`config.mk`:
```
export PLATFORM = sky130hd
export DESIGN_NAME = multicycle_control
export DESIGN_NICKNAME = d
export VERILOG_FILES = /design/src/rtl/mc_ctrl_pkg.sv /design/src/rtl/multicycle_control_alu_decoder.sv /design/src/rtl/multicycle_control.sv
export SDC_FILE = /design/constraint.sdc
export NUM_CORES = 1
export LEC_CHECK = 0
export BUFFER_PORTS_ARGS = -buffer_cell sky130_fd_sc_hd__buf_2
export CAP_MARGIN = 20
export CORE_MARGIN = 8
export CORE_UTILIZATION = 30
export DETAILED_ROUTE_END_ITERATION = 7
export SLEW_MARGIN = 5
export SYNTH_ARGS = -nofsm -noshare
export SYNTH_HDL_FRONTEND = slang
export SYNTH_SLANG_ARGS = --single-unit
export TNS_END_PERCENT = 1
```
`constraint.sdc`:
```
create_clock -name clk -period 5.28 [get_ports clk]
set_input_delay 0.792 -clock clk [delete_from_list [all_inputs] [get_ports clk]]
set_output_delay 0.792 -clock clk [all_outputs]
set_load 0.05 [all_outputs]
```
`src/rtl/mc_ctrl_pkg.sv`:
```
// Shared definitions for the multicycle RV32I control unit: FSM states,
// opcode constants, immediate-generator selects and ALU operation codes.
package mc_ctrl_pkg;

    typedef enum logic [3:0] {
        S_FETCH,
        S_DECODE,
        S_MEMADR,
        S_MEMREAD,
        S_MEMWB,
        S_MEMWRITE,
        S_EXECR,
        S_EXECI,
        S_ALUWB,
        S_BRANCH,
        S_JAL,
        S_LUI,
        S_ILLEGAL
    } state_t;

    // ALU operation class handed from the FSM to the ALU decoder
    typedef enum logic [1:0] {
        ALUOP_ADD   = 2'b00,
        ALUOP_SUB   = 2'b01,
        ALUOP_FUNCT = 2'b10
    } aluop_t;

    localparam logic [6:0] OP_LOAD   = 7'b0000011;
    localparam logic [6:0] OP_STORE  = 7'b0100011;
    localparam logic [6:0] OP_RTYPE  = 7'b0110011;
    localparam logic [6:0] OP_ITYPE  = 7'b0010011;
    localparam logic [6:0] OP_BRANCH = 7'b1100011;
    localparam logic [6:0] OP_JAL    = 7'b1101111;
    localparam logic [6:0] OP_LUI    = 7'b0110111;

    localparam logic [2:0] F3_BEQ = 3'b000;
    localparam logic [2:0] F3_BNE = 3'b001;

    // Immediate generator selects (shared with the datapath)
    localparam logic [2:0] IMM_I = 3'b000;
    localparam logic [2:0] IMM_S = 3'b001;
    localparam logic [2:0] IMM_B = 3'b101;
    localparam logic [2:0] IMM_U = 3'b010;
    localparam logic [2:0] IMM_J = 3'b110;

    localparam logic [2:0] ALU_ADD = 3'b000;
    localparam logic [2:0] ALU_SUB = 3'b001;
    localparam logic [2:0] ALU_AND = 3'b010;
    localparam logic [2:0] ALU_OR  = 3'b011;
    localparam logic [2:0] ALU_SLT = 3'b101;

    // Only beq and bne are implemented among the branch encodings
    function automatic logic isSupportedBranch(input logic [2:0] f3);
        return (f3 == F3_BEQ) || (f3 == F3_BNE);
    endfunction

endpackage

```
`src/rtl/multicycle_control_alu_decoder.sv`:
```
// Maps the FSM's ALU operation class plus instruction fields to the ALU
// control code. Unimplemented funct3 values quietly fall back to add.
module alu_decoder
    import mc_ctrl_pkg::*;
(
    input  aluop_t      aluOp,
    input  logic [2:0]  funct3,
    input  logic        funct7b5,
    input  logic        opb5,
    output logic [2:0]  aluControl
);

    // Select the ALU operation; sub only for R-type with inst[30] set
    always_comb begin
        aluControl = ALU_ADD;
        unique case (aluOp)
            ALUOP_ADD: aluControl = ALU_ADD;
            ALUOP_SUB: aluControl = ALU_SUB;
            ALUOP_FUNCT: begin
                unique case (funct3)
                    3'b000:  aluControl = (opb5 && funct7b5) ? ALU_SUB : ALU_ADD;
                    3'b010:  aluControl = ALU_SLT;
                    3'b110:  aluControl = ALU_OR;
                    3'b111:  aluControl = ALU_AND;
                    default: aluControl = ALU_ADD;
                endcase
            end
            default: aluControl = ALU_ADD;
        endcase
    end

endmodule

```
`src/rtl/multicycle_control.sv`:
```
// Moore control FSM for the multicycle RV32I datapath. Sequences fetch,
// decode, execute, memory and writeback, stalls on memReady, and counts
// retired instructions.
module multicycle_control
    import mc_ctrl_pkg::*;
#(
    parameter int CNT_W = 32
) (
    input  logic             clk,
    input  logic             rst_n,
    input  logic [6:0]       opcode,
    input  logic [2:0]       funct3,
    input  logic             funct7b5,
    input  logic             zero,
    input  logic             memReady,
    output logic             pcWrite,
    output logic             irWrite,
    output logic             regWrite,
    output logic             memWrite,
    output logic             adrSrc,
    output logic [1:0]       resultSrc,
    output logic [1:0]       aluSrcA,
    output logic [1:0]       aluSrcB,
    output logic [2:0]       immSrc,
    output logic [2:0]       aluControl,
    output logic             retired,
    output logic [CNT_W-1:0] instCount,
    output logic             illegal
);

    state_t state;
    state_t nextState;
    aluop_t aluOp;
    logic   pcWriteRaw;
    logic   irWriteRaw;
    logic   regWriteRaw;
    logic   memWriteRaw;

    alu_decoder u_alu_decoder (
        .aluOp      (aluOp),
        .funct3     (funct3),
        .funct7b5   (funct7b5),
        .opb5       (opcode[5]),
        .aluControl (aluControl)
    );

    // State register; reset abandons any instruction in flight
    always_ff @(posedge clk or negedge rst_n) begin
        if (!rst_n) begin
            state <= S_FETCH;
        end else begin
            state <= nextState;
        end
    end

    // Next-state and Moore output decode, with memReady/zero gating
    always_comb begin
        nextState   = state;
        pcWriteRaw  = 1'b0;
        irWriteRaw  = 1'b0;
        regWriteRaw = 1'b0;
        memWriteRaw = 1'b0;
        adrSrc      = 1'b0;
        resultSrc   = 2'b00;
        aluSrcA     = 2'b00;
        aluSrcB     = 2'b00;
        immSrc      = IMM_I;
        aluOp       = ALUOP_ADD;
        retired     = 1'b0;
        illegal     = 1'b0;
        unique case (state)
            S_FETCH: begin
                aluSrcB    = 2'b10;
                resultSrc  = 2'b10;
                irWriteRaw = memReady;
                pcWriteRaw = memReady;
                if (memReady) nextState = S_DECODE;
            end
            S_DECODE: begin
                aluSrcA = 2'b01;
                aluSrcB = 2'b01;
                immSrc  = (opcode == OP_JAL) ? IMM_J : IMM_B;
                unique case (opcode)
                    OP_LOAD, OP_STORE: nextState = S_MEMADR;
                    OP_RTYPE:          nextState = S_EXECR;
                    OP_ITYPE:          nextState = S_EXECI;
                    OP_BRANCH:         nextState = isSupportedBranch(funct3) ? S_BRANCH : S_ILLEGAL;
                    OP_JAL:            nextState = S_JAL;
                    OP_LUI:            nextState = S_LUI;
                    default:           nextState = S_ILLEGAL;
                endcase
            end
            S_MEMADR: begin
                aluSrcA   = 2'b10;
                aluSrcB   = 2'b01;
                immSrc    = (opcode == OP_STORE) ? IMM_S : IMM_I;
                nextState = (opcode == OP_STORE) ? S_MEMWRITE : S_MEMREAD;
            end
            S_MEMREAD: begin
                adrSrc = 1'b1;
                if (memReady) nextState = S_MEMWB;
            end
            S_MEMWB: begin
                resultSrc   = 2'b01;
                regWriteRaw = 1'b1;
                retired     = 1'b1;
                nextState   = S_FETCH;
            end
            S_MEMWRITE: begin
                adrSrc      = 1'b1;
                memWriteRaw = 1'b1;
                retired     = memReady;
                if (memReady) nextState = S_FETCH;
            end
            S_EXECR: begin
                aluSrcA   = 2'b10;
                aluSrcB   = 2'b00;
                aluOp     = ALUOP_FUNCT;
                nextState = S_ALUWB;
            end
            S_EXECI: begin
                aluSrcA   = 2'b10;
                aluSrcB   = 2'b01;
                aluOp     = ALUOP_FUNCT;
                nextState = S_ALUWB;
            end
            S_ALUWB: begin
                resultSrc   = 2'b00;
                regWriteRaw = 1'b1;
                retired     = 1'b1;
                nextState   = S_FETCH;
            end
            S_BRANCH: begin
                aluSrcA    = 2'b10;
                aluSrcB    = 2'b00;
                aluOp      = ALUOP_SUB;
                pcWriteRaw = (funct3 == F3_BNE) ? !zero : zero;
                retired    = 1'b1;
                nextState  = S_FETCH;
            end
            S_JAL: begin
                aluSrcA    = 2'b01;
                aluSrcB    = 2'b10;
                pcWriteRaw = 1'b1;
                nextState  = S_ALUWB;
            end
            S_LUI: begin
                aluSrcA   = 2'b11;
                aluSrcB   = 2'b01;
                immSrc    = IMM_U;
                nextState = S_ALUWB;
            end
            S_ILLEGAL: begin
                illegal   = 1'b1;
                nextState = S_ILLEGAL;
            end
            default: nextState = S_FETCH;
        endcase
    end

    // Write strobes are suppressed while reset is held so nothing is
    // committed by a half-reset datapath
    assign pcWrite  = pcWriteRaw  & rst_n;
    assign irWrite  = irWriteRaw  & rst_n;
    assign regWrite = regWriteRaw & rst_n;
    assign memWrite = memWriteRaw & rst_n;

    // Retired-instruction counter, wrapping naturally at its width
    always_ff @(posedge clk or negedge rst_n) begin
        if (!rst_n) begin
            instCount <= '0;
        end else if (retired) begin
            instCount <= instCount + CNT_W'(1);
        end
    end

endmodule
```
Yosys cells after proc, flatten, opt, wreduce, memory -nomap -nowiden
Index checks and enable logic that the tools add are counted.
{ "word_totals": {"regBits": 36, "latchBits": 0, "ram_bits": 0, "rom_bits": 0, "output_inout_bits": 51, "wordCells": 76, "mem_count": 0} }
{ "classes": {"addsub": 1, "mul": 0, "div_mod_pow": 0, "n_lt_le_gt_ge": 0, "eq_ne": 28, "shifts": 0, "muxes": 25, "bitwise_logic": 4, "n_reduce_logical": 16} }
{ "ops": {"columns": ["cell", "n"], "rows": [
  ["adder 32 x 1 -> 32 bit (second input constant)", 1],
  ["case mux 4 bit (7 select lines)", 1],
  ["case mux 4 bit (6 select lines)", 1],
  ["== test 7 x 6 -> 1 bit (second input constant)", 3],
  ["== test 4 bit (second input constant)", 5],
  ["== test 4 x 3 -> 1 bit (second input constant)", 4],
  ["== test 7 bit (second input constant)", 2],
  ["2-to-1 mux 4 bit", 3],
  ["case mux 2 bit (2 select lines)", 3],
  ["case mux 3 bit (4 select lines)", 1],
  ["OR reduction 2 bit", 6],
  ["OR reduction 4 bit", 3],
  ["case mux 3 bit (3 select lines)", 1],
  ["== test 4 x 2 -> 1 bit (second input constant)", 2],
  ["2-to-1 mux 1 bit", 8],
  ["== test 7 x 2 -> 1 bit (second input constant)", 1],
  ["== test 7 x 5 -> 1 bit (second input constant)", 1],
  ["== test 3 bit (second input constant)", 2],
  ["2-to-1 mux 3 bit", 2],
  ["inequality test 2 bit (second input constant)", 3],
  ["case mux 2 bit (3 select lines)", 1],
  ["case mux 3 bit (2 select lines)", 1],
  ["AND 1 bit", 4],
  ["== test 4 x 1 -> 1 bit (second input constant)", 1],
  ["other kinds (14)", 14]
]} }

Longest topological paths before layout
{ "depth": {"ltp_word": 5, "ltp_mapped": 8, "ltp_nobuf": 7} }

Hierarchy
From an unflattened synthesis, not the netlist that was laid out.
{ "hier_totals": {"hier_cells": 253, "hier_area_um2": 2269.7} }
{ "modules_own_cells": {"columns": ["module", "instances", "cells_each", "area_each_um2"], "rows": [
  ["multicycle_control", 1, 242, 2173.3],
  ["alu_decoder", 1, 11, 96.3]
]} }

Worst setup path after synthesis
OpenSTA, ideal clock, no wires.
{ "synth_path": {"path_type": "input to output", "from": "input port funct3[1]", "to": "output port pcWrite", "t_arrival_ps": 3712, "t_required_ps": 4488, "setup_slack_ps": 776, "path_stages": 5, "n_path_buf": 0, "path_cell_list": "nor2_1 nand2_1 xnor2_1 a311oi_1 a2111oi_0"} }
{ "synth_between": {"elab_chain_len": 4} }
{ "synth_lines": {"columns": ["item", "line", "rtl"], "rows": [
  ["start, declared", "multicycle_control.sv:12", "input logic [2:0] funct3,"],
  ["== test 3 x 1 -> 1 bit", "multicycle_control.sv:137", "pcWriteRaw = (funct3 == F3_BNE) ? !zero : zero;"],
  ["2-to-1 mux 1 bit", "multicycle_control.sv:137", null],
  ["case mux 1 bit (3 select lines)", "multicycle_control.sv:71", "unique case (state)"],
  ["AND 1 bit", "multicycle_control.sv:163", "assign pcWrite = pcWriteRaw & rst_n;"],
  ["end, declared", "multicycle_control.sv:16", "output logic pcWrite,"]
]} }
No other way between the ends.

Final worst setup path
{ "layout_path": {"from": "input port opcode[2]", "to": "output port immSrc[0]"} }
{ "layout_between": {"elab_chain_len": 3} }
{ "layout_lines": {"columns": ["item", "line", "rtl"], "rows": [
  ["start, declared", "multicycle_control.sv:11", "input logic [6:0] opcode,"],
  ["== test 7 x 6 -> 1 bit / == test 7 bit (equally long branches)", "multicycle_control.sv:96, multicycle_control.sv:82", null],
  ["2-to-1 mux 1 bit / 2-to-1 mux 2 bit (equally long branches)", "multicycle_control.sv:96, multicycle_control.sv:82", null],
  ["case mux 3 bit (3 select lines) (*)", "multicycle_control.sv:71", null],
  ["end, declared", "multicycle_control.sv:24", "output logic [2:0] immSrc,"]
]} }
Mark *: on every way between the ends. The rest lies on a longest branch, timed or not.

==> results.md <==
- Outcome: complete, no violations
- Pre-Repair DR Iteration Count: 4
- Clock Latency Late Sink: approximately 0.28 ns
- Detailed-route wire length per cell: around 13 um
- Starting DRT DRC Count: 35
- # diodes: 0
- Most instantiated cells after synthesis: dfrtp_1 (36), nand2_1 (27), xnor2_1 (25)
- Cell area after synthesis: 2140 um2
- Post-synth ARST share: 100%
- Pwr Density: around 420 nW/um2
- Largest family of logic cells by synthesized area: simple AND/OR/NAND/NOR gates
- Mux share of post-synthesis cell area: ~1.1%
- Ratio of cells with drive above 1 in the final layout: 26.8%
- Combinational fraction of design power: a little under half
- Worst Setup SP: opcode[2]
- Number of nets at the end of the flow: 312
- Placed inst area: between 2000 and 3000 um2
- Worst hold path startpoint: instCount[31]$_DFFE_PN0P_
- Layout Area Growth over Synthesis: 23.8%
- Post-CTS setup buffers: 0
- Static leakage: roughly 1.2 nW
- Site row count: 30
- CP startpoint kind: input port
- Clk slew on worst S/H paths: about 0.070 ns
- Global-route total usage across every layer: about a tenth
- Startpoint of the worst-slack reg-to-reg timing path: state[3]$_DFFE_PN0P_
- Number of global-route vias before repair: 1,936
- Slowest CP cell: or4_1
- Setup Total Neg Slack: 0 ns
- Wire length of the first global-routing pass: approximately 9000 um
- Number of unique standard cell types used by synthesis: 46
- Number of enable-type register cells in the synthesized netlist: 0
- Number of buffers created by CTS: 5
- CP required: roughly 4.5 ns
- Port-buffer cells: 65
- Highest net fanout along the worst path: 4
- Vias per cell: ~4.8
- Overall die height: 100 um
- Worst endpoint data arrival time: approximately 2.3 ns
- Clock Sinks: 36
- Top achievable clock speed: about 320 MHz
- Final count of pins violating max slew: 0
- Global-route congestion overflow total: 0
- Die area: around 10,000 um2
- Max transition margin: around half
- Crit path max-delay family: simple AND/OR/NAND/NOR gates
- Clock power frac: 17.6%
- Post-synthesis simple-gate area fraction: between 30% and 40%
- Slew at the pin closest to its max-slew limit: 0.738 ns
- Final Instance Count excl. Fillers: 391
- CTS resizes: 0
- Synthesis Warnings: 0
- Type of the worst setup path: input port to output port
- Cell occurring most often along the worst timing path: buf_2
- Share of the clock period used by the worst path: about three fifths
- Reported max-cap violation count: 0
- Max rail drop VDD: about 0.21 mV
- Fillers: roughly 730
- Largest cells by area after synthesis: dfrtp_1 (42%), xnor2_1 (10%), nand2_1 (4.7%), nand3_1 (4.2%), xor2_1 (3.3%)
- Root cell of the clock tree: clkbuf_8
- Dominant register cell in the synthesized netlist: dfrtp_1
- Overall power consumption: between 1 and 1.5 mW
- Total number of H-tree levels: 2
- Post-Route Skew: approximately 0.0056 ns
- Switching portion of total power: around 50%
- Class of the worst hold path: flop to flop
- Count of mapped cells out of synthesis: between 200 and 250
- Top-count cell post-synth: dfrtp_1
- Hold bufs inserted after CTS: 0
- Number of antenna violations at the first check in global routing: 0
- Internal portion of total power: 0.560 mW
- Sequential group share of total power: 34.8%
- Final Hold Violating Endpoints: 0
- Post-Synth Adder-Cell Area: 1.75%
- Sort of element at the end of the critical path: output port
- Final weighted congestion in routability-driven placement: 0.788
- Mapped Avg Cell Area: about 9.4 um2
- Switching Power: between 0.5 and 0.6 mW
- Worst path buffer plus inverter count: 3
- Top-area cell type share of the netlist area: 42.1%
- Xor-xnor portion of the synthesized cell area: a little over an eighth
- Post-synthesis sequential element count: 36
- Pin count of the biggest net entering global routing: 40
- # IOs: 66
- Number of setup violations in the final report: 0
- Routed WL: ~5200 um
- Largest stage delay on the critical path: around 0.57 ns
- Number of antenna-violating nets in the routed design: 0
- Vias after detailed routing: roughly 1,900
- Standard cell core area: approximately 6800 um2
- Initial core utilization: ~31%
- Detailed placer's ending HPWL: between 3000 and 4000 um
- Final non-filler cell area: ~2600 um2
- Fraction of the mapped netlist area in compound gates: 7.78%
- Worst path cell trace: buf_2, nand4bb_1, or4_1, clkinv_1, a21oi_1, nor3_1, buf_2
- RSZ-0062 raised after global routing: false
- Clock tree from TritonCTS: yes
- Tmin final: roughly 3.1 ns
- Share of synthesized area occupied by flip-flops and latches: 42.1%
- Drt drc: 0
- Placed cell count: between 300 and 400
- Worst hold slack: 0.464 ns
- Leading area contributor after synthesis: dfrtp_1
- Max Root-Sink Buffers: 2
- Post-Synthesis Net Count: about 250
- Die Span X: about 100 um
[power by group through the flow]
stage / registers [mW] / clock network, mW / logic, mW
after CTS: 0.388 / 0.205 / 0.540
after detailed placement: 0.394 / 0 / 0.539
final: 0.390 / 0.197 / 0.532
after global placement: 0.393 / 0 / 0.538
after global routing: 0.399 / 0.215 / 0.571
after floorplan: 0.444 / 0 / 0.361
[layout by cell type (no fill, tap or decap), types with 2 or more instances in the layout]
cell type  Yosys  routed
clkbuf_1       5       2
clkbuf_8       0       6
or4_1          2       2
and4_1         4       4
buf_2          0      65
ha_1           3       3
o21ai_0        2       2
nand2_1       27      27
xnor2_1       25      25
or3_1          2       2
xor2_1         8       8
a21oi_1        8       8
inv_1          6       6
dfrtp_1       36      36
nor4_4         2       2
and3_1         5       5
nor3b_1        2       2
nor2_1        16      16
nor3_1        10      10
o211ai_1       2       2
o21a_1         2       2
nor4_1         2       2
nand2b_1       7       7
nand3_1       18      18
nor2b_1        4       4
nand4_1        7       7
nor4_2         2       2
[through the flow]
stage                     worst slack (ns)  util (%)
after floorplan                      0.776         -
after global placement                2.19      37.5
after detailed placement              2.18      37.5
after CTS                             2.17      38.8
after global routing                  1.92      38.8
final                                 2.16      38.8
[layout make-up]
class	instances	area [um2]	share of cell area, %
multi-input cells	178	1180	44.5
flip-flops and latches	36	901	34.0
repair buffers	66	333	12.6
well taps	96	120	4.53
clock buffers	8	90.1	3.40
inverters	7	26.3	0.992
[metal layers]
metal  wire [um]  GRT usage, %  vias to the layer above
met5           0             0                        -
met4          51          3.26                        0
met3         450          4.01                        4
met2        2200          16.7                       63
met1        2510          13.3                      877
li1            -             -                      942
[worst paths after layout]
kind	to	slack, ns	depth (start not counted)
setup / recovery	immSrc[0]	2.16	7
hold / removal	instCount[31]$_DFFE_PN0P_	0.46	1
setup reg to reg	instCount[20]$_DFFE_PN0P_	3.08	5
hold reg to reg	instCount[31]$_DFFE_PN0P_	0.46	1
max in group asynchronous	instCount[19]$_DFFE_PN0P_	4.40	2
min in group asynchronous	instCount[9]$_DFFE_PN0P_	0.54	2
[cells by family (layout without fill, tap and decap cells)]
group | after synthesis | in the layout
AND/OR/NAND/NOR | 116 | 116
flip-flops | 36 | 36
XOR/XNOR | 33 | 33
AO/OA/AOI/OAI | 24 | 24
buffers and inverters | 14 | 81
adder cells (fa/ha/maj) | 3 | 3
multiplexers | 2 | 2
[flip-flops by register name, indices dropped and copies added, names as in the netlist]
name	count
instCount	32
state	4
Note: power is estimated with default switching activity, not from simulation.
